===== config.mk =====
export PLATFORM = sky130hd
export DESIGN_NAME = data_memory_ctrl
export DESIGN_NICKNAME = d
export VERILOG_FILES = /design/src/rtl/data_memory_ctrl.sv
export SDC_FILE = /design/constraint.sdc
export NUM_CORES = 1
export LEC_CHECK = 0
export CAP_MARGIN = 20
export CORE_UTILIZATION = 57
export CTS_CLUSTER_SIZE = 20
export DETAILED_ROUTE_END_ITERATION = 8
export GPL_TIMING_DRIVEN = 0
export PLACE_DENSITY = 0.87
export RECOVER_POWER = 50
export SETUP_SLACK_MARGIN = 0.1
export SLEW_MARGIN = 25
export SYNTH_ARGS = -nofsm -noshare
export SYNTH_HDL_FRONTEND = slang
export SYNTH_SLANG_ARGS = --single-unit

===== constraint.sdc =====
create_clock -name clk -period 3 [get_ports clk]
set_clock_uncertainty 0.05 [all_clocks]
set_input_delay 0.6 -clock clk [delete_from_list [all_inputs] [get_ports clk]]
set_output_delay 0.6 -clock clk [all_outputs]
set_load 0.05 [all_outputs]

===== src/rtl/data_memory_ctrl.sv =====
// data_memory_ctrl: byte-enabled data RAM with a registered valid/ready load response and a
// post-reset clear sequencer; defining DMEM_PARITY_EN adds per-byte even parity and par_err.
module data_memory_ctrl #(
    parameter int DATA_W = 16,
    parameter int ADDR_W = 16,
    parameter int DEPTH  = 8
) (
    input  logic                clk,
    input  logic                rst_n,
    input  logic                req_valid,
    output logic                req_ready,
    input  logic                req_we,
    input  logic [ADDR_W-1:0]   req_addr,
    input  logic [DATA_W-1:0]   req_wdata,
    input  logic [DATA_W/8-1:0] req_be,
    output logic                rsp_valid,
    output logic [DATA_W-1:0]   rsp_rdata,
    input  logic                rsp_ready,
    output logic                busy,
`ifdef DMEM_PARITY_EN
    output logic                par_err,
`endif
    output logic                addr_err
);
    localparam int IDX_W = $clog2(DEPTH);
    localparam int NB = DATA_W / 8;
    localparam logic STATE_CLEAR = 1'b0;
    localparam logic STATE_RUN = 1'b1;

    logic              state_q, state_d;
    logic [IDX_W-1:0]  clr_cnt_q, clr_cnt_d;
    logic              rsp_valid_q, rsp_valid_d;
    logic [DATA_W-1:0] rsp_rdata_q, rsp_rdata_d;
    logic              addr_err_q, addr_err_d;
    logic [DATA_W-1:0] mem_q [DEPTH];
    logic [DATA_W-1:0] rd_word;
    logic [IDX_W-1:0]  idx;
    logic              in_range, accept;

    assign idx       = req_addr[IDX_W-1:0];
    assign in_range  = (req_addr >> IDX_W) == '0;
    assign busy      = state_q == STATE_CLEAR;
    assign req_ready = (state_q == STATE_RUN) && (!rsp_valid_q || rsp_ready);
    assign accept    = req_valid && req_ready;
    assign rsp_valid = rsp_valid_q;
    assign rsp_rdata = rsp_rdata_q;
    assign addr_err  = addr_err_q;

    always_comb begin
        state_d     = (busy && clr_cnt_q == IDX_W'(DEPTH - 1)) ? STATE_RUN : state_q;
        clr_cnt_d   = busy ? clr_cnt_q + IDX_W'(1) : clr_cnt_q;
        rd_word     = in_range ? mem_q[idx] : '0;
        rsp_valid_d = accept ? !req_we : rsp_valid_q && !rsp_ready;
        rsp_rdata_d = (accept && !req_we) ? rd_word : rsp_rdata_q;
        addr_err_d  = accept && !in_range;
    end

`ifdef DMEM_PARITY_EN
    logic [NB-1:0] par_q [DEPTH];
    logic [NB-1:0] wr_par, rd_par;
    logic          par_err_q, par_err_d;

    assign par_err = par_err_q;

    always_comb begin
        wr_par = '0;
        rd_par = '0;
        for (int i = 0; i < NB; i++) begin
            wr_par[i] = ^req_wdata[8*i +: 8];
            rd_par[i] = ^mem_q[idx][8*i +: 8];
        end
        par_err_d = (accept && !req_we) ? (in_range && rd_par != par_q[idx]) : par_err_q && rsp_valid_d;
    end

    always_ff @(posedge clk or negedge rst_n) begin
        if (!rst_n) par_err_q <= 1'b0;
        else        par_err_q <= par_err_d;
    end

    always_ff @(posedge clk) begin
        if (busy) par_q[clr_cnt_q] <= '0;
        else if (accept && req_we && in_range)
            for (int i = 0; i < NB; i++)
                if (req_be[i]) par_q[idx][i] <= wr_par[i];
    end
`endif

    // The array itself is not reset; the clear sequencer zeroes it once reset releases.
    always_ff @(posedge clk) begin
        if (busy) mem_q[clr_cnt_q] <= '0;
        else if (accept && req_we && in_range)
            for (int i = 0; i < NB; i++)
                if (req_be[i]) mem_q[idx][8*i +: 8] <= req_wdata[8*i +: 8];
    end

    always_ff @(posedge clk or negedge rst_n) begin
        if (!rst_n) begin
            state_q     <= STATE_CLEAR;
            clr_cnt_q   <= '0;
            rsp_valid_q <= 1'b0;
            rsp_rdata_q <= '0;
            addr_err_q  <= 1'b0;
        end else begin
            state_q     <= state_d;
            clr_cnt_q   <= clr_cnt_d;
            rsp_valid_q <= rsp_valid_d;
            rsp_rdata_q <= rsp_rdata_d;
            addr_err_q  <= addr_err_d;
        end
    end
endmodule


# After elaboration in Yosys (flattened, before gate mapping)
# Memories as Yosys holds them, arrays and structs flattened.
# Index checks and enable logic that the tools add are counted.
[totals]
reg_bits = 22
mem_bits_rw = 128
input_bits = 39
output_inout_bits = 20
wordCells = 38
n_memories = 1
[memory_table]
columns = ["memory", "depth", "width", "read_ports", "rd_clocked_by_memory_dff", "write_ports", "line_no", "rtl"]
rows = [
  ["mem_q", 8, 16, 1, 0, 1, "35", "logic [DATA_W-1:0] mem_q [DEPTH];"],
]
[op_classes]
add_sub_neg = 1
eq_ne = 1
n_mux = 14
n_bitwise = 1
n_reduce_logical = 15
[op_table]
columns = ["operator", "n"]
rows = [
  ["2-to-1 mux 16 bit", 2],
  ["zero test 16 bit", 1],
  ["OR reduction 16 bit", 1],
  ["2-to-1 mux 1 bit", 10],
  ["logical AND 1 bit", 8],
  ["zero test 1 bit", 4],
  ["adder 3 x 1 -> 3 bit, second input constant", 1],
  ["equality test 3 bit, second input constant", 1],
  ["2-to-1 mux 3 bit", 1],
  ["2-to-1 mux 2 bit", 1],
  ["logical OR 1 bit", 1],
  ["NOT 1 bit", 1],
]

# Depth between registers and ports, before layout
# Gate-level depths: netlist of the first run.
[depth]
ltp_word = 11
depth_mapped = 7
mapped_depth_nobuf = 5

# Least setup slack after synthesis of the first run
# No wires, ideal clock.
[synth_timing]
kind = "input -> register"
startpoint = "input req_addr[6]"
endpoint = "memory mem_q[7][10], enable pin"
setup_ps = 370
arrival_ps = 2215
t_required_ps = 2580
setup_slack_ps = 365
stages = 5
path_buffers = 0
path_cell_list = "nor4_2 > nand2_2 > nor4_4 > mux2_2 > nor2_1"
[synth_between]
elab_chain_cells = 7
[synth_rtl]
columns = ["item", "line_no", "rtl"]
rows = [
  ["start: declaration", "13", "input logic [ADDR_W-1:0] req_addr,"],
  ["zero test 16 bit *", "41", "assign in_range = (req_addr >> IDX_W) == '0;"],
  ["logical AND 1 bit *", "91", "else if (accept && req_we && in_range)"],
  ["2-to-1 mux 1 bit", "91", ""],
  ["2-to-1 mux 1 bit", "90", "if (busy) mem_q[clr_cnt_q] <= '0;"],
  ["2-to-1 mux 1 bit (implied by the code)", "93", "if (req_be[i]) mem_q[idx][8*i +: 8] <= req_wdata[8*i +: 8];"],
  ["OR reduction 16 bit (no line)", "--", ""],
  ["2-to-1 mux 3 bit (no line) or 2-to-1 mux 2 bit (tied branches)", "--", ""],
  ["end: declaration", "35", ""],
]
# Every way passes the cells marked *; elsewhere a longest branch is shown, timed or not.

# Final worst setup path of the first run
[layout_timing]
startpoint = "input rsp_ready"
endpoint = "output req_ready"
[layout_between]
elab_chain_cells = 2
[layout_rtl]
columns = ["item", "line_no", "rtl"]
rows = [
  ["start: declaration", "18", "input logic rsp_ready,"],
  ["logical OR 1 bit", "43", "assign req_ready = (state_q == STATE_RUN) && (!rsp_valid_q || rsp_ready);"],
  ["logical AND 1 bit", "43", ""],
  ["end: declaration", "11", "output logic req_ready,"],
]
# No other way between the ends.

==> results of run 1 <==
## state kept, by name (all words and copies together) (netlist names)
register and cells:
addr_err 1, clr_cnt_q 3, mem_q 128, rsp_rdata 16
rsp_valid 1, state_q 1
## cell usage after synthesis (4+ instances only)
library cell,n
nand2_1,20
a21oi_1,9
nand3_1,7
nor2_1,14
nor2b_1,4
edfxtp_1,128
mux4_2,32
and2_1,17
o21ai_0,17
dfrtp_1,22
mux2i_1,19
clkbuf_1,5
## power breakdown
group	internal, mW	switching (mW)	leakage [nW]
clock network	1.16	0.759	0.265
logic	0.0908	0.0891	0.841
registers	2.24	0.000938	1.71
total	3.49	0.849	2.82
## logic make-up (layout without fill, tap and decap cells)
family | count (synthesis) | count (layout) | share of synthesized area [%]
AO/OA/AOI/OAI | 28 | 28 | 2.371
XOR/XNOR | 1 | 1 | 0.1431
adder cells (fa/ha/maj) | 2 | 2 | 0.4088
buffers and inverters | 20 | 109 | 2.351
flip-flops | 150 | 150 | 71.79
multiplexers | 54 | 54 | 15.43
AND/OR/NAND/NOR | 83 | 83 | 7.502
## worst paths after layout
path	endpoint	slack (ps)	depth (start not counted)
min in group clk	rsp_rdata[4]$_DFFE_PN0P_	430	2
max in group asynchronous	rsp_rdata[6]$_DFFE_PN0P_	1800	1
worst max-delay path	req_ready	160	4
worst max register to register	mem_q[3][5]$_DFFE_PP_	420	6
worst min register to register	rsp_rdata[4]$_DFFE_PN0P_	430	2
worst min-delay path	clr_cnt_q[2]$_DFFE_PN0N_	310	1
## metrics by stage
step	utilization [%]	hold slack [ps]	worst slack (ps)	power, mW	TNS (ps)
3_3_place_gp	66.07	413.4	-586.3	2.456	-61560
5_1_grt	72.21	369.5	77.77	4.442	0
4_1_cts	71.97	437.4	142.3	4.333	0
3_5_place_dp	66.07	423.4	-782.4	2.460	-86640
6_report	72.21	311.8	161.7	4.334	0
2_1_floorplan	-	254.4	364.7	2.374	0
## placed cells by master (no fill, tap or decap), drive strengths merged
cell type / netlist / routed
nand2b: 2 / 2
a32oi: 1 / 1
nand3b: 3 / 3
or4: 1 / 1
nor2: 14 / 14
clkinv: 0 / 3
or2: 2 / 2
buf: 11 / 9
and2: 17 / 17
mux2: 3 / 3
or3b: 3 / 3
edfxtp: 128 / 128
dlygate4sd3: 0 / 20
nor3: 2 / 2
nor4: 3 / 3
mux4: 32 / 32
dfrtp: 22 / 22
a31oi: 1 / 1
nor2b: 4 / 4
clkbuf: 7 / 40
nand4: 3 / 3
clkdlybuf4s50: 0 / 35
xnor2: 1 / 1
o21ai: 17 / 17
a21oi: 9 / 9
nand3: 7 / 7
ha: 2 / 2
or3: 1 / 1
nand2: 21 / 21
inv: 2 / 2
mux2i: 19 / 19
## worst max-delay path, stage by stage
cell and delay, ps:
dlygate4sd3_1 510, nand2b_1 150, and2_1 130, clkdlybuf4s50_1 790
## cell type report
type / count / share of cell area, %
sequential: 150 / 58.68
multi-input combinational: 168 / 22.49
timing repair buffer: 57 / 7.502
clock buffer: 29 / 6.967
tap: 136 / 2.272
buffer: 18 / 1.788
clock inverter: 3 / 0.2005
inverter: 2 / 0.1003
## timing repair
item | in CTS | in global routing
hold buffers | 0 | 0
pin swaps | 0 | 1
endpoints found under the hold margin | 0 | 0
gates cloned | 0 | 0
gates resized for setup | 20 | 3
setup endpoints to repair | 128 | 88
buffers inserted | 0 | 1
## per-layer routing
metal / up-vias / share of wire (%) / track usage [%]
li1: 1486 / - / -
met1: 1806 / 38 / 34.09
met2: 223 / 50 / 41.07
met3: 28 / 9.1 / 7.730
met4: 0 / 2.6 / 11.81
met5: - / 0 / 0
==> results.md, run 1 <==
* Unrepaired setup endpoints after global routing: false
* IO Port Bufs at 56
* Critical Path AT at 2190 ps
* Nets at 455
* Clk_lat worst skew at 520 ps
* Cell area after synthesis at 0.006121 sq mm
* Layout cell share with drive strength beyond 1 at 22.72%
* Initial DRC Count at 294
* Tmin final at 2838 ps
* Core box area at 0.01037 sq mm
* Die Wd at 105.6 microns
* Overflow after GRT at 0
* Clock root cell: clkbuf_8
* Detailed-route wire length per cell at 23.88 microns
* Area Overhead vs Synth at 22.34%
* Initial antenna violation count at 0
* Antenna cells at 0
* Drt drc at 0
* Worst setup path class: primary input to output port
* FF+latch count, synth at 150
* # setup viols final at 0
* Status: finished clean
* Sequential Area at 0.004394 sq mm
* Vias post-DR at 3543
* Cts bufs inserted at 17
* DIE HEIGHT at 105.6 microns
* Largest net degree at the start of global routing at 23
* Pwr Density at 578.8 mW/mm^2
* Synth unique cells at 36
* CTS Buffer Depth at 2
* First-pass DRT Iterations at 4
* Worst Setup SP: rsp_ready
* Post-Layout Cell Count at 563
* Area of the multi-input gates at 0.001684 sq mm
* Gr usage total at 26.13%
* Design Area, Final at 0.007488 sq mm
* DIE AREA at 0.01116 sq mm
* Clk slew on worst S/H paths at 60 ps
* Num Clock Sinks at 150
* Post-Place Cells at 530
* Max-slew violation count at 0
* Slew headroom at 10.96%
* Post-DP Area at 0.006852 sq mm
* Share of the synthesized area in the top cell type at 62.80%
* Yosys warning count at 0
* Filler instances at 632
* Period Utilization, post-route at 94.61%
* Syn Inst Count at 338
* CP required at 2350 ps
* H-tree lvl count at 4
* Fin. Hold Viols at 0
* Leak pwr at 2.818 nW
* Antenna viol nets, final at 0
* Startpoint types: primary input
* Worst-path fanout max at 4
* First-pass GRT wire length at 20200 microns
* Syn_area_per_cell at 18.11 sq um
* Leading area contributor after synthesis: edfxtp_1
* Hold WC Path Type: primary input to asynchronous set/reset pin
* Crit end category: output port
* Number of max-cap violations at 0
* Routability congestion estimate at 0.8213
* Post-synthesis sequential area ratio at 71.79%
* Peak supply drop at 0.3485 mV
* Top_reg_cell synth: edfxtp_1
* Vias in the first global route at 3529
* Vias/cell at 6.293
* HPWL after DPL at 7929 microns
* Row cnt at 37
* CTS tree: done
* Post-synth EDFFs at 128
* Critical R2R Launch: rsp_valid$_DFF_PN0_
* Post-Route WL at 13440 microns
* Synth Net Count at 379
* Max Freq at 0.3523 GHz
* Area contributors post-synth: edfxtp_1 63%, mux4_2 12%, dfrtp_1 9.0%, mux2i_1 3.1%, and2_1 1.7%
* Ys async rst share at 14.67%
* Starting Density at 59.03%
* Boundary pin count at 59
* Worst Tran Pin Value at 1336 ps
Note: power is estimated with default switching activity, not from simulation.
==> run 2: changes to the inputs <==
--- a/config.mk
+++ b/config.mk
@@ -6,13 +6,14 @@
 export NUM_CORES = 1
 export LEC_CHECK = 0
 export CAP_MARGIN = 20
-export CORE_UTILIZATION = 57
-export CTS_CLUSTER_SIZE = 20
+export CORE_UTILIZATION = 45
+export CTS_CLUSTER_SIZE = 8
 export DETAILED_ROUTE_END_ITERATION = 8
 export GPL_TIMING_DRIVEN = 0
-export PLACE_DENSITY = 0.87
+export PLACE_DENSITY = 0.72
 export RECOVER_POWER = 50
 export SETUP_SLACK_MARGIN = 0.1
+export SKIP_LAST_GASP = 1
 export SLEW_MARGIN = 25
 export SYNTH_ARGS = -nofsm -noshare
 export SYNTH_HDL_FRONTEND = slang
==> run 2 against run 1 <==
Effect of this change: routed wire length decreased by 8.6%; sequential power barely moved; clock-buffer cell count fell by 12; die area rose by 26%; sequential cell count unchanged; critical path type is now primary input to flop; critical endpoint is now mem_q[7][5]$_DFFE_PP_; largest power group is now the clock network.
==> results.md, run 2 (synthesis results as in run 1) <==
* Post-Place Cells at 570 (was 530)
* Post-Route WL at 12290 microns (was 13440 microns)
* Reg with most FFs: mem_q (unchanged)
* Row cnt at 42 (was 37)
* Clk_lat worst skew at 420 ps (was 520 ps)
* Detailed-route wire length per cell at 20.38 microns (was 23.88 microns)
* Unrepaired setup endpoints after global routing: true (was false)
* Largest net degree at the start of global routing at 23 (unchanged)
* Max Freq at 0.3528 GHz (was 0.3523 GHz)
* Critical R2R Launch: rsp_valid$_DFF_PN0_ (unchanged)
* CTS Buffer Depth at 2 (unchanged)
* Setup TNS at 0 ps (unchanged)
* Utilization after layout at 57.93% (was 72.21%)
* Post-Layout Cell Count at 603 (was 563)
* Vias in the first global route at 3415 (was 3529)
* Setup WS post-layout at 165.3 ps (was 161.7 ps)
* Fin. Hold Viols at 0 (unchanged)
* Min Hold Slack at 321.9 ps (was 311.8 ps)
* Cts bufs inserted at 17 (unchanged)
* Hold WC Path Type: primary input to asynchronous set/reset pin (unchanged)
* Antenna viol nets, final at 0 (unchanged)
* First-pass GRT wire length at 19060 microns (was 20200 microns)
* Slew headroom at 25.54% (was 10.96%)
* Peak supply drop at 0.4040 mV (was 0.3485 mV)
* Worst-path fanout max at 8 (was 4)
* Die Wd at 118.6 microns (was 105.6 microns)
* Layout cell share with drive strength beyond 1 at 24.82% (was 22.72%)
* Cell chain of the critical path: clkdlybuf4s50_1 > nand2b_1 > nand4_1 > nor3_1 > a21oi_1 > a21oi_2 (was dlygate4sd3_1 > nand2b_1 > and2_1 > clkdlybuf4s50_1)
* Antenna cells at 0 (unchanged)
* First-pass DRT Iterations at 5 (was 4)
* Num Clock Sinks at 150 (unchanged)
* HPWL after DPL at 7903 microns (was 7929 microns)
* Slowest-stage cell, CP: a21oi_2 (was clkdlybuf4s50_1)
* Status: finished clean (unchanged)
* Number of flip-flops in the largest register at 128 (unchanged)
* Vias post-DR at 3342 (was 3543)
* IO Port Bufs at 56 (unchanged)
* Startpoint types: primary input (unchanged)
* Worst setup path class: primary input to flop (was primary input to output port)
* CTS tree: done (unchanged)
* Boundary pin count at 59 (unchanged)
* Pre-CTS setup slack at -579.8 ps (was -782.4 ps)
* Max-slew violation count at 0 (unchanged)
* Core box area at 0.01324 sq mm (was 0.01037 sq mm)
* R2r endpoint: mem_q[7][5]$_DFFE_PP_ (was mem_q[3][5]$_DFFE_PP_)
* Drt drc at 0 (unchanged)
* H-tree lvl count at 4 (unchanged)
* Initial antenna violation count at 0 (unchanged)
* Crit end category: flop (was output port)
* Gr usage total at 18.76% (was 26.13%)
* Area Overhead vs Synth at 25.33% (was 22.34%)
* Flop-to-flop setup slack at 460 ps (was 420 ps)
* Clock root cell: clkbuf_16 (was clkbuf_8)
* Overflow after GRT at 0 (unchanged)
* Initial DRC Count at 303 (was 294)
* Worst Tran Pin Value at 1117 ps (was 1336 ps)
* Clk slew on worst S/H paths at 60 ps (about the same)
* DIE AREA at 0.01407 sq mm (was 0.01116 sq mm)
* Vias/cell at 5.542 (was 6.293)
* # setup viols final at 0 (unchanged)
* DIE HEIGHT at 118.6 microns (was 105.6 microns)
* Number of max-cap violations at 0 (unchanged)
* Pwr Density at 623.0 mW/mm^2 (was 578.8 mW/mm^2)
* Critical Path AT at 2840 ps (was 2190 ps)
* CP required at 3010 ps (was 2350 ps)
* Worst stage delay on the critical path at 600 ps (was 790 ps)
* Most frequent cells in the layout: 128 x edfxtp_1, 37 x clkdlybuf4s50_1, 32 x mux4_2 (was 128 x edfxtp_1, 35 x clkdlybuf4s50_1, 32 x mux4_2)
* Nets at 455 (unchanged)
* Setup Fix Bufs, Post-CTS at 0 (unchanged)
* Tmin final at 2835 ps (was 2838 ps)
* Starting Density at 46.22% (was 59.03%)
* Most common cell after layout, fill and taps aside: edfxtp_1 (unchanged)
* Routability congestion estimate at 0.8279 (was 0.8213)
* Period Utilization, post-route at 94.49% (was 94.61%)
* R2R cell count at 5 (was 6)
* Leak pwr at 2.893 nW (was 2.818 nW)
run 2: changes by cell type in the layout (fill, tap and decap cells not counted), moves of 4 or more:
cell / previous run / this run
clkbuf_1: 17 / 7
inv_6: 0 / 5
clkinv_4: 0 / 4
nor2_2: 6 / 0
bufinv_16: 0 / 5
nor2_4: 2 / 8
a21oi_4: 5 / 1
and2_1: 4 / 17
and2_0: 13 / 0
run 2: report_power, final:
group	switching (mW)	internal, mW	leakage, nW
clock	0.869	1.50	0.325
combinational	0.0825	0.0913	0.855
sequential	0.000724	2.24	1.71
total	0.953	3.83	2.89
run 2: layer usage:
metal,GRT usage [%],share of wire [%],up-vias
li1,-,-,1497
met2,30.30,50,141
met5,0,0,-
met4,7.753,2.1,0
met3,5.261,6.6,17
met1,23.89,42,1687
run 2: critical path, delay by kind of cell:
kind	cells	cell delay [ps]
simple gates	3	800
buf+inv	1	450
compound gates	2	980
run 2: repair_timing:
item / CTS / global route
hold buffers: 0 / 0
setup endpoints to repair: 112 / 208
resized for setup: 12 / 13
gates cloned: 0 / 1
run 2: worst max path at each step:
stage                      start                     end  slack, ps  cells past startpoint
floorplan            req_addr[6]  mem_q[7][10]$_DFFE_PP_        360                      5
global placement     req_addr[6]   mem_q[7][3]$_DFFE_PP_       -640                      7
detailed placement  req_addr[11]   mem_q[2][0]$_DFFE_PP_       -580                      7
CTS                  req_addr[6]  mem_q[2][10]$_DFFE_PP_        -80                      7
global route        req_addr[11]   mem_q[7][5]$_DFFE_PP_          3                      6
finish                 rsp_ready   mem_q[7][5]$_DFFE_PP_        170                      6
run 2: layout make-up:
cell class                 instances  area (sq um)
buffer                            18         136.4
clock buffer                      17         425.4
clock inverter                    15         240.2
fill                             967          5572
inverter                           2         7.507
multi-input combinational        169          1693
sequential                       150          4394
tap                              176         220.2
timing repair buffer              56         554.3
run 2: per-stage QoR:
stage / area (sq um) / power, mW
final: 7671 / 4.779
after global routing: 7671 / 4.885
after CTS: 7612 / 4.800
after detailed placement: 6909 / 2.456
after global placement: 6902 / 2.455
after floorplan: 6121 / 2.374
==> run 3: changes to the inputs <==
--- a/config.mk
+++ b/config.mk
@@ -7,10 +7,11 @@
 export LEC_CHECK = 0
 export CAP_MARGIN = 20
 export CORE_UTILIZATION = 45
+export CTS_BUF_LIST = sky130_fd_sc_hd__clkbuf_4 sky130_fd_sc_hd__clkbuf_8 sky130_fd_sc_hd__clkbuf_16
 export CTS_CLUSTER_SIZE = 8
 export DETAILED_ROUTE_END_ITERATION = 8
 export GPL_TIMING_DRIVEN = 0
-export PLACE_DENSITY = 0.72
+export PLACE_DENSITY = 0.71
 export RECOVER_POWER = 50
 export SETUP_SLACK_MARGIN = 0.1
 export SKIP_LAST_GASP = 1
==> run 3 against run 2 <==
Effect of this change: non-clock buffer count up 2; cell area up 0.39%; sequential power about the same; global-route usage up 0.34 points; combinational power about the same; critical path type unchanged; largest cell class unchanged.
==> results.md, run 3 (synthesis results as in run 1) <==
* IO Port Bufs at 56 (unchanged)
* Slowest-stage cell, CP: nor4_4 (was a21oi_2)
* Tmin final at 2818 ps (was 2835 ps)
* Antenna cells at 0 (unchanged)
* Gr usage total at 19.10% (was 18.76%)
* Drt drc at 0 (unchanged)
* Fin. Hold Viols at 0 (unchanged)
* Unrepaired setup endpoints after global routing: true (unchanged)
* Vias in the first global route at 3516 (was 3415)
* Worst Tran Pin Value at 1112 ps (was 1117 ps)
* Switching Share at 18.65% (was 19.93%)
* Post-Route WL at 12200 microns (was 12290 microns)
* Int Pwr at 3.793 mW (was 3.826 mW)
* Area Overhead vs Synth at 25.82% (was 25.33%)
* Comb power frac at 3.7% (was 3.6%)
* Design Area, Final at 0.007701 sq mm (was 0.007671 sq mm)
* Cell chain of the critical path: clkdlybuf4s50_1 > nor4_1 > nand2_1 > nor4_4 > buf_6 > mux2i_1 > nor2_2 (was clkdlybuf4s50_1 > nand2b_1 > nand4_1 > nor3_1 > a21oi_1 > a21oi_2)
* Pwr Density at 605.5 mW/mm^2 (was 623.0 mW/mm^2)
* Initial DRC Count at 267 (was 303)
* Clk_lat worst skew at 420 ps (about the same)
* Starting Density at 46.22% (unchanged)
* Sequential share of power at 48.0% (was 46.8%)
* Worst setup path class: primary input to flop (unchanged)
* Num Clock Sinks at 150 (unchanged)
* Clk slew on worst S/H paths at 60 ps (about the same)
* Nets at 456 (was 455)
* Initial antenna violation count at 0 (unchanged)
* First-pass DRT Iterations at 6 (was 5)
* Hold WC Path Type: primary input to asynchronous set/reset pin (unchanged)
* Layout cell share with drive strength beyond 1 at 25.00% (was 24.82%)
* Row cnt at 42 (unchanged)
* Clk network pwr share at 48.3% (was 49.6%)
* Detailed-route wire length per cell at 20.20 microns (was 20.38 microns)
* Max Freq at 0.3548 GHz (was 0.3528 GHz)
* Max-slew violation count at 0 (unchanged)
* Startpoint types: primary input (unchanged)
* DIE HEIGHT at 118.6 microns (unchanged)
* P_sw at 869.9 uW (was 952.6 uW)
* Critical Path AT at 2830 ps (was 2840 ps)
* Most common cell after layout, fill and taps aside: edfxtp_1 (unchanged)
* Antenna viol nets, final at 0 (unchanged)
* Clock root cell: clkbuf_16 (unchanged)
* HPWL after DPL at 7909 microns (was 7903 microns)
* Peak supply drop at 0.3927 mV (was 0.4040 mV)
* Setup TNS at 0 ps (unchanged)
* # setup viols final at 0 (unchanged)
* CTS tree: done (unchanged)
* Vias/cell at 5.478 (was 5.542)
* Worst-path fanout max at 10 (was 8)
* Worst stage delay on the critical path at 490 ps (was 600 ps)
* Number of max-cap violations at 0 (unchanged)
* Top Family by Delay on Critical Path: simple AND/OR/NAND/NOR gates (was compound AO/OA/AOI/OAI gates)
* Vias post-DR at 3309 (was 3342)
* Largest net degree at the start of global routing at 23 (unchanged)
* Post-DP Area at 0.006902 sq mm (was 0.006909 sq mm)
* Routability congestion estimate at 0.8067 (was 0.8279)
* DIE AREA at 0.01407 sq mm (unchanged)
* Period Utilization, post-route at 93.95% (was 94.49%)
* Most frequent cells in the layout: 128 x edfxtp_1, 36 x clkdlybuf4s50_1, 32 x mux4_2 (was 128 x edfxtp_1, 37 x clkdlybuf4s50_1, 32 x mux4_2)
* Cts hold-fix bufs at 0 (unchanged)
* Status: finished clean (unchanged)
* CTS Buffer Depth at 2 (unchanged)
* Crit end category: flop (unchanged)
* First-pass GRT wire length at 19350 microns (was 19060 microns)
* CP required at 3010 ps (about the same)
* Min Hold Slack at 322.2 ps (was 321.9 ps)
* Slew headroom at 25.87% (was 25.54%)
* Reg with most FFs: mem_q (unchanged)
* Die Wd at 118.6 microns (unchanged)
* Number of flip-flops in the largest register at 128 (unchanged)
* Pwr Total at 4.663 mW (was 4.779 mW)
* Flop-to-flop setup slack at 530 ps (was 460 ps)
* Leak pwr at 2.893 nW (about the same)
* Boundary pin count at 59 (unchanged)
* Overflow after GRT at 0 (unchanged)
* H-tree lvl count at 4 (unchanged)
* CP bufs+invs at 2 (was 1)
* Cts bufs inserted at 17 (unchanged)
* Core box area at 0.01324 sq mm (unchanged)
-- run 3: cell types whose count changed in the layout (fill, tap and decap cells not counted), moves of 5 or more --
cell / before / now
inv_6: 5 / 0
a21oi_4: 1 / 8
and2_0: 0 / 13
and2_1: 17 / 4
a21oi_2: 7 / 1
-- run 3: worst paths after layout --
path | start | end | depth (start not counted)
setup / recovery | req_addr[11] | mem_q[3][15]$_DFFE_PP_ | 7
hold / removal | rst_n | rsp_rdata[15]$_DFFE_PN0P_ | 1
setup reg to reg | rsp_valid$_DFF_PN0_ | mem_q[3][15]$_DFFE_PP_ | 5
hold reg to reg | rsp_rdata[5]$_DFFE_PN0P_ | rsp_rdata[5]$_DFFE_PN0P_ | 2
max in group asynchronous | rst_n | rsp_rdata[5]$_DFFE_PN0P_ | 1
min in group clk | rsp_rdata[5]$_DFFE_PN0P_ | rsp_rdata[5]$_DFFE_PN0P_ | 2
-- run 3: final cells by class --
class	instances	area (sq um)
well taps	176	220.2
clock inverters	6	83.83
repair buffers	58	569.3
plain buffers	18	135.1
multi-input cells	168	1727
fillers	985	5542
flip-flops and latches	150	4394
inverters	2	7.507
clock buffers	26	564.3
-- run 3: through the flow --
step | util, % | cells | setup WS (ps)
finish | 58.15 | 604 | 181.5
global route | 58.15 | 604 | -39.57
CTS | 57.56 | 602 | -112.5
detailed placement | 52.12 | 570 | -695.1
global placement | 52.12 | 570 | -613.5
floorplan | - | 338 | 364.7
-- run 3: what timing repair did --
action,in CTS,in global routing
endpoints found under the setup margin,128,192
endpoints found under the hold margin,0,0
setup buffers,0,2
resized for setup,18,14
pin swaps,0,1
cloned,0,0
-- run 3: metal layers --
metal	track usage [%]	up-vias	share of wire [%]
met3	4.681	18	5.7
met1	25.46	1664	44
met4	8.228	0	1.5
li1	-	1496	-
met2	29.97	131	49
met5	0	-	0
-- run 3: power by group through the flow --
stage	sequential, mW	clock, mW	combinational (mW)
finish	2.24	2.25	0.172
global route	2.24	2.36	0.185
CTS	2.24	2.27	0.177
detailed placement	2.28	0	0.176
global placement	2.28	0	0.175
floorplan	2.29	0	0.0846
==> RTL change 1 (config.mk and constraints of run 3) <==
Register the output `addr_err` once more, without a reset; this adds one clock of latency there. The other outputs are not delayed to match.
--- a/src/rtl/data_memory_ctrl.sv
+++ b/src/rtl/data_memory_ctrl.sv
@@ -44,7 +44,9 @@
     assign accept    = req_valid && req_ready;
     assign rsp_valid = rsp_valid_q;
     assign rsp_rdata = rsp_rdata_q;
-    assign addr_err  = addr_err_q;
+    always_ff @(posedge clk) begin
+        addr_err <= addr_err_q;
+    end
 
     always_comb begin
         state_d     = (busy && clr_cnt_q == IDX_W'(DEPTH - 1)) ? STATE_RUN : state_q;
Behaviour: not the same (Yosys sat finds a counterexample within 10 cycles, from zero or initial values and one cycle with rst_n low).
==> RTL change 1 against run 3 <==
Synthesized area rose by 0.33%. Count of clock-buffer cells in the layout fell by 2. Routed wire length about the same. Setup slack got worse by 0.028 ns. Global-route usage fell by 0.49 points. Cell count unchanged. Hold slack worse by 0.029 ns. Total power is 0.67% lower. Fmax shrank 0.98%. Cell area down 0.55%. Core utilization decreased by 0.55 points. Clock power shrank 2%. Sequential cell count is 1 higher. Largest cell class unchanged. Highest routed layer unchanged.
==> RTL change 1: results (changes against run 3) <==
- Outcome: finished clean (unchanged)
- Worst Path Max Fanout: 8 (was 10)
- Syn nets: 380 (was 379)
- Distinct cells, synth: 37 (was 36)
- Register area share after synthesis: 0.719 (was 0.718)
- Drt pass-1 iters: 4 (was 6)
- Antenna violations before repair: 0 (unchanged)
- Initial DRC count: 208 (was 267)
- Synth area leaders: edfxtp_1 (63%), mux4_2 (12%), dfrtp_1 (9.0%) (unchanged)
- Fraction of layout cells with a size suffix above 1: 0.245 (was 0.250)
- Global placer's final weighted congestion: 0.802 (was 0.807)
- Fin nets: 456 (unchanged)
- Warnings, synthesis: 0 (unchanged)
- Worst path arrival time: 2.85 ns (was 2.83 ns)
- N_diodes: 0 (unchanged)
- Clock transition at path regs: 0.06 ns (about the same)
- Worst vdd ir: 407 uV (was 393 uV)
- Placed Area: 6930 um^2 (was 6900 um^2)
- First-pass GRT wire length: 18800 um (was 19300 um)
- Power per cell area: 605 nW/um^2 (about the same)
- HP Class: reg2reg (was in2async)
- Ys async rst share: 0.146 (was 0.147)
- Tot GR Track Use: 0.186 (was 0.191)
- Total wire length: 12200 um (about the same)
- DP HPWL: 7650 um (was 7910 um)
- CTS root buf: clkbuf_16 (unchanged)
- Via count: 3323 (was 3309)
- Filler instances: 976 (was 985)
- Actual slew at the worst max-slew pin: 1.24 ns (was 1.11 ns)
- Leakage: 2.88 nW (was 2.89 nW)
- Post-synth EDFFs: 128 (unchanged)
- Vias in the first global route: 3285 (was 3516)
## RTL change 1: layout make-up
class | count | area share
Multi-Input combinational cell | 168 | 0.221
Buffer | 18 | 0.0176
Timing Repair Buffer | 57 | 0.0734
Sequential cell | 151 | 0.576
Inverter | 2 | 0.000980
Clock inverter | 8 | 0.0158
Tap cell | 176 | 0.0288
Clock buffer | 24 | 0.0657
## RTL change 1: critical path, cell delays in order
cell             delay [ns]
clkdlybuf4s50_1        0.41
nor4_2                 0.32
nand2_2                0.13
nor3_1                 0.34
a21oi_1                0.42
a21oi_2                0.63
## RTL change 1: logic make-up after synthesis
group                    share of synthesized area
flip-flops                                   0.719
AND/OR/NAND/NOR                             0.0748
multiplexers                                 0.154
AO/OA/AOI/OAI                               0.0236
buffers and inverters                       0.0234
adder cells (fa/ha/maj)                    0.00407
XOR/XNOR                                   0.00143
## RTL change 1: per-stage QoR
stage | setup WS (ns) | total power [mW] | TNS, ns | hold WS, ns | instances
floorplan | 0.365 | 2.39 | 0 | 0.254 | 339
global placement | -0.644 | 2.47 | -76.24 | 0.280 | 571
detailed placement | -0.700 | 2.47 | -86.86 | 0.285 | 571
CTS | 0.0925 | 4.66 | 0 | 0.298 | 603
global route | 0.0189 | 4.75 | 0 | 0.311 | 604
finish | 0.154 | 4.63 | 0 | 0.294 | 604
## RTL change 1: worst paths after layout
path / end / slack (ns) / depth (start not counted) / start
max reg2reg: mem_q[6][5] / 0.46 / 5 / rsp_valid
max in group asynchronous: rsp_rdata[13] / 1.91 / 1 / rst_n
min: addr_err / 0.29 / 0 / addr_err_q
max: mem_q[6][5] / 0.15 / 6 / req_addr[6]
min reg2reg: addr_err / 0.29 / 0 / addr_err_q
min in group asynchronous: rsp_rdata[0] / 0.32 / 1 / rst_n
## RTL change 1: timing repair
| item | in CTS | in global routing |
|---|---|---|
| gates cloned | 0 | 0 |
| setup buffers | 0 | 1 |
| resized for setup | 15 | 13 |
| endpoints found under the setup margin | 120 | 200 |
| pin swaps | 0 | 1 |
## RTL change 1: metal layers
layer / GRT usage / vias to the layer above / wire, um / part of all wire
met3: 0.0512 / 20 / 849 / 0.070
met4: 0.0775 / 0 / 266 / 0.022
met5: 0 / - / 0 / 0
li1: - / 1485 / - / -
met1: 0.251 / 1687 / 5310 / 0.44
met2: 0.287 / 131 / 5770 / 0.47
## RTL change 1: power breakdown
part | internal [mW] | leakage [nW] | total (mW) | switching (mW)
Clock | 1.42 | 0.310 | 2.21 | 0.788
Sequential | 2.25 | 1.72 | 2.25 | 0.000977
Combinational | 0.0910 | 0.851 | 0.171 | 0.0804
==> RTL change 2 (settings of run 3) <==
Made on the original files. Add a define of `DMEM_PARITY_EN`.
--- a/src/rtl/data_memory_ctrl.sv
+++ b/src/rtl/data_memory_ctrl.sv
@@ -1,5 +1,7 @@
 // data_memory_ctrl: byte-enabled data RAM with a registered valid/ready load response and a
 // post-reset clear sequencer; defining DMEM_PARITY_EN adds per-byte even parity and par_err.
+`define DMEM_PARITY_EN
+
 module data_memory_ctrl #(
     parameter int DATA_W = 16,
     parameter int ADDR_W = 16,
Check against the original RTL (old outputs only; new: par_err): equivalent (Yosys induction, for registers that start in step).
==> RTL change 2 against run 3 <==
Sequential cell count is 17 higher. Sequential power rose by 11%. Synthesized area increased by 14%. Cell count increased by 13%. Routed wire length grew 27%. Total power is 7.4% higher. Cell area rose by 17%. Setup slack worse by 0.0099 ns. Fmax down 0.35%.
==> RTL change 2: results (changes against run 3) <==
- Logic pwr share: 0.055 (was 0.037)
- Worst path arrival time: 2.93 ns (was 2.83 ns)
- Tap cells: 188 (was 176)
- #MultiIn Comb: 196 (was 168)
- Placed Area: 7830 um^2 (was 6900 um^2)
- Synth area leaders: edfxtp_1 (62%), mux4_2 (8.7%), dfrtp_1 (8.3%) (was edfxtp_1 (63%), mux4_2 (12%), dfrtp_1 (9.0%))
- Reg2reg setup slack: 0.39 ns (was 0.53 ns)
- Worst Path Max Fanout: 8 (was 10)
- Post-Place Setup Slack: -0.991 ns (was -0.695 ns)
- Commonest cells in the netlist: edfxtp_1 (144), mux4_2 (27), nor2_1 (26), nand2_1 (25), dfrtp_1 (23) (was edfxtp_1 (128), mux4_2 (32), dfrtp_1 (22), nand2_1 (20), mux2i_1 (19))
- Ys async rst share: 0.138 (was 0.147)
- Drt pass-1 iters: 4 (was 6)
- CP max stage delay: 0.45 ns (was 0.49 ns)
- Non-CTS buffers: 96 (was 76)
- Via count: 3821 (was 3309)
- Global placer's final weighted congestion: 0.728 (was 0.807)
- Fmax: 0.354 GHz (was 0.355 GHz)
- Final hold slack: 0.348 ns (was 0.322 ns)
- ClkCell Share: 0.0690 (was 0.0842)
- Tot GR Track Use: 0.198 (was 0.191)
- Worst R2R Start: state_q (was rsp_valid)
- Vias in the first global route: 3974 (was 3516)
- CP Launch Point: req_addr[4] (was req_addr[11])
- Post-synth EDFFs: 144 (was 128)
- Via density: 5.59 (was 5.48)
- R2r worst-path depth: 10 (was 5)
- Mean Syn Cell Area: 18.1 um^2 (about the same)
- Register area: 4900 um^2 (was 4390 um^2)
- Sw frac: 0.201 (was 0.187)
- Filler instances: 1039 (was 985)
- Initial DRC count: 377 (was 267)
- Syn nets: 426 (was 379)
- Psw: 1.01 mW (was 0.870 mW)
- Fraction of area in multi-input gates: 0.239 (was 0.224)
- Fraction of layout cells with a size suffix above 1: 0.252 (was 0.250)
- Non-Clock Buffer Area Fraction: 0.118 (was 0.0915)
- Nonclk inv count: 5 (was 2)
- Sequential cell count: 167 (was 150)
- Worst vdd ir: 389 uV (was 393 uV)
- Leakage: 3.47 nW (was 2.89 nW)
- Dpl cells: 631 (was 570)
- Outcome: finished clean (unchanged)
- Detail-routed net length per standard cell: 22.6 um (was 20.2 um)
RTL change 2: changes by cell type after synthesis, moves of 6 or more:
cell      before  now
mux4_1         0    9
nor2_1        14   26
nand3_1        7    0
xnor2_1        1   19
edfxtp_1     128  144
xor2_1         0    6
RTL change 2: metal layers:
metal  global-route usage  vias up  part of all wire
li1                     -     1687                 -
met1                0.246     1974              0.40
met2                0.340      137              0.52
met3               0.0405       23             0.059
met4               0.0829        0             0.019
met5                    0        -                 0
RTL change 2: timing repair:
item,in CTS,in global routing
endpoints found under the hold margin,0,0
pin swaps,9,12
buffers inserted,12,7
resized for setup,32,28
cloned,0,2
endpoints found under the setup margin,225,226
RTL change 2: logic make-up after synthesis:
logic type	synth area share
flops	0.703
simple gates	0.0614
mux	0.151
xor+xnor	0.0411
compound gates	0.0198
buf+inv	0.0198
fa+ha+maj	0.00359
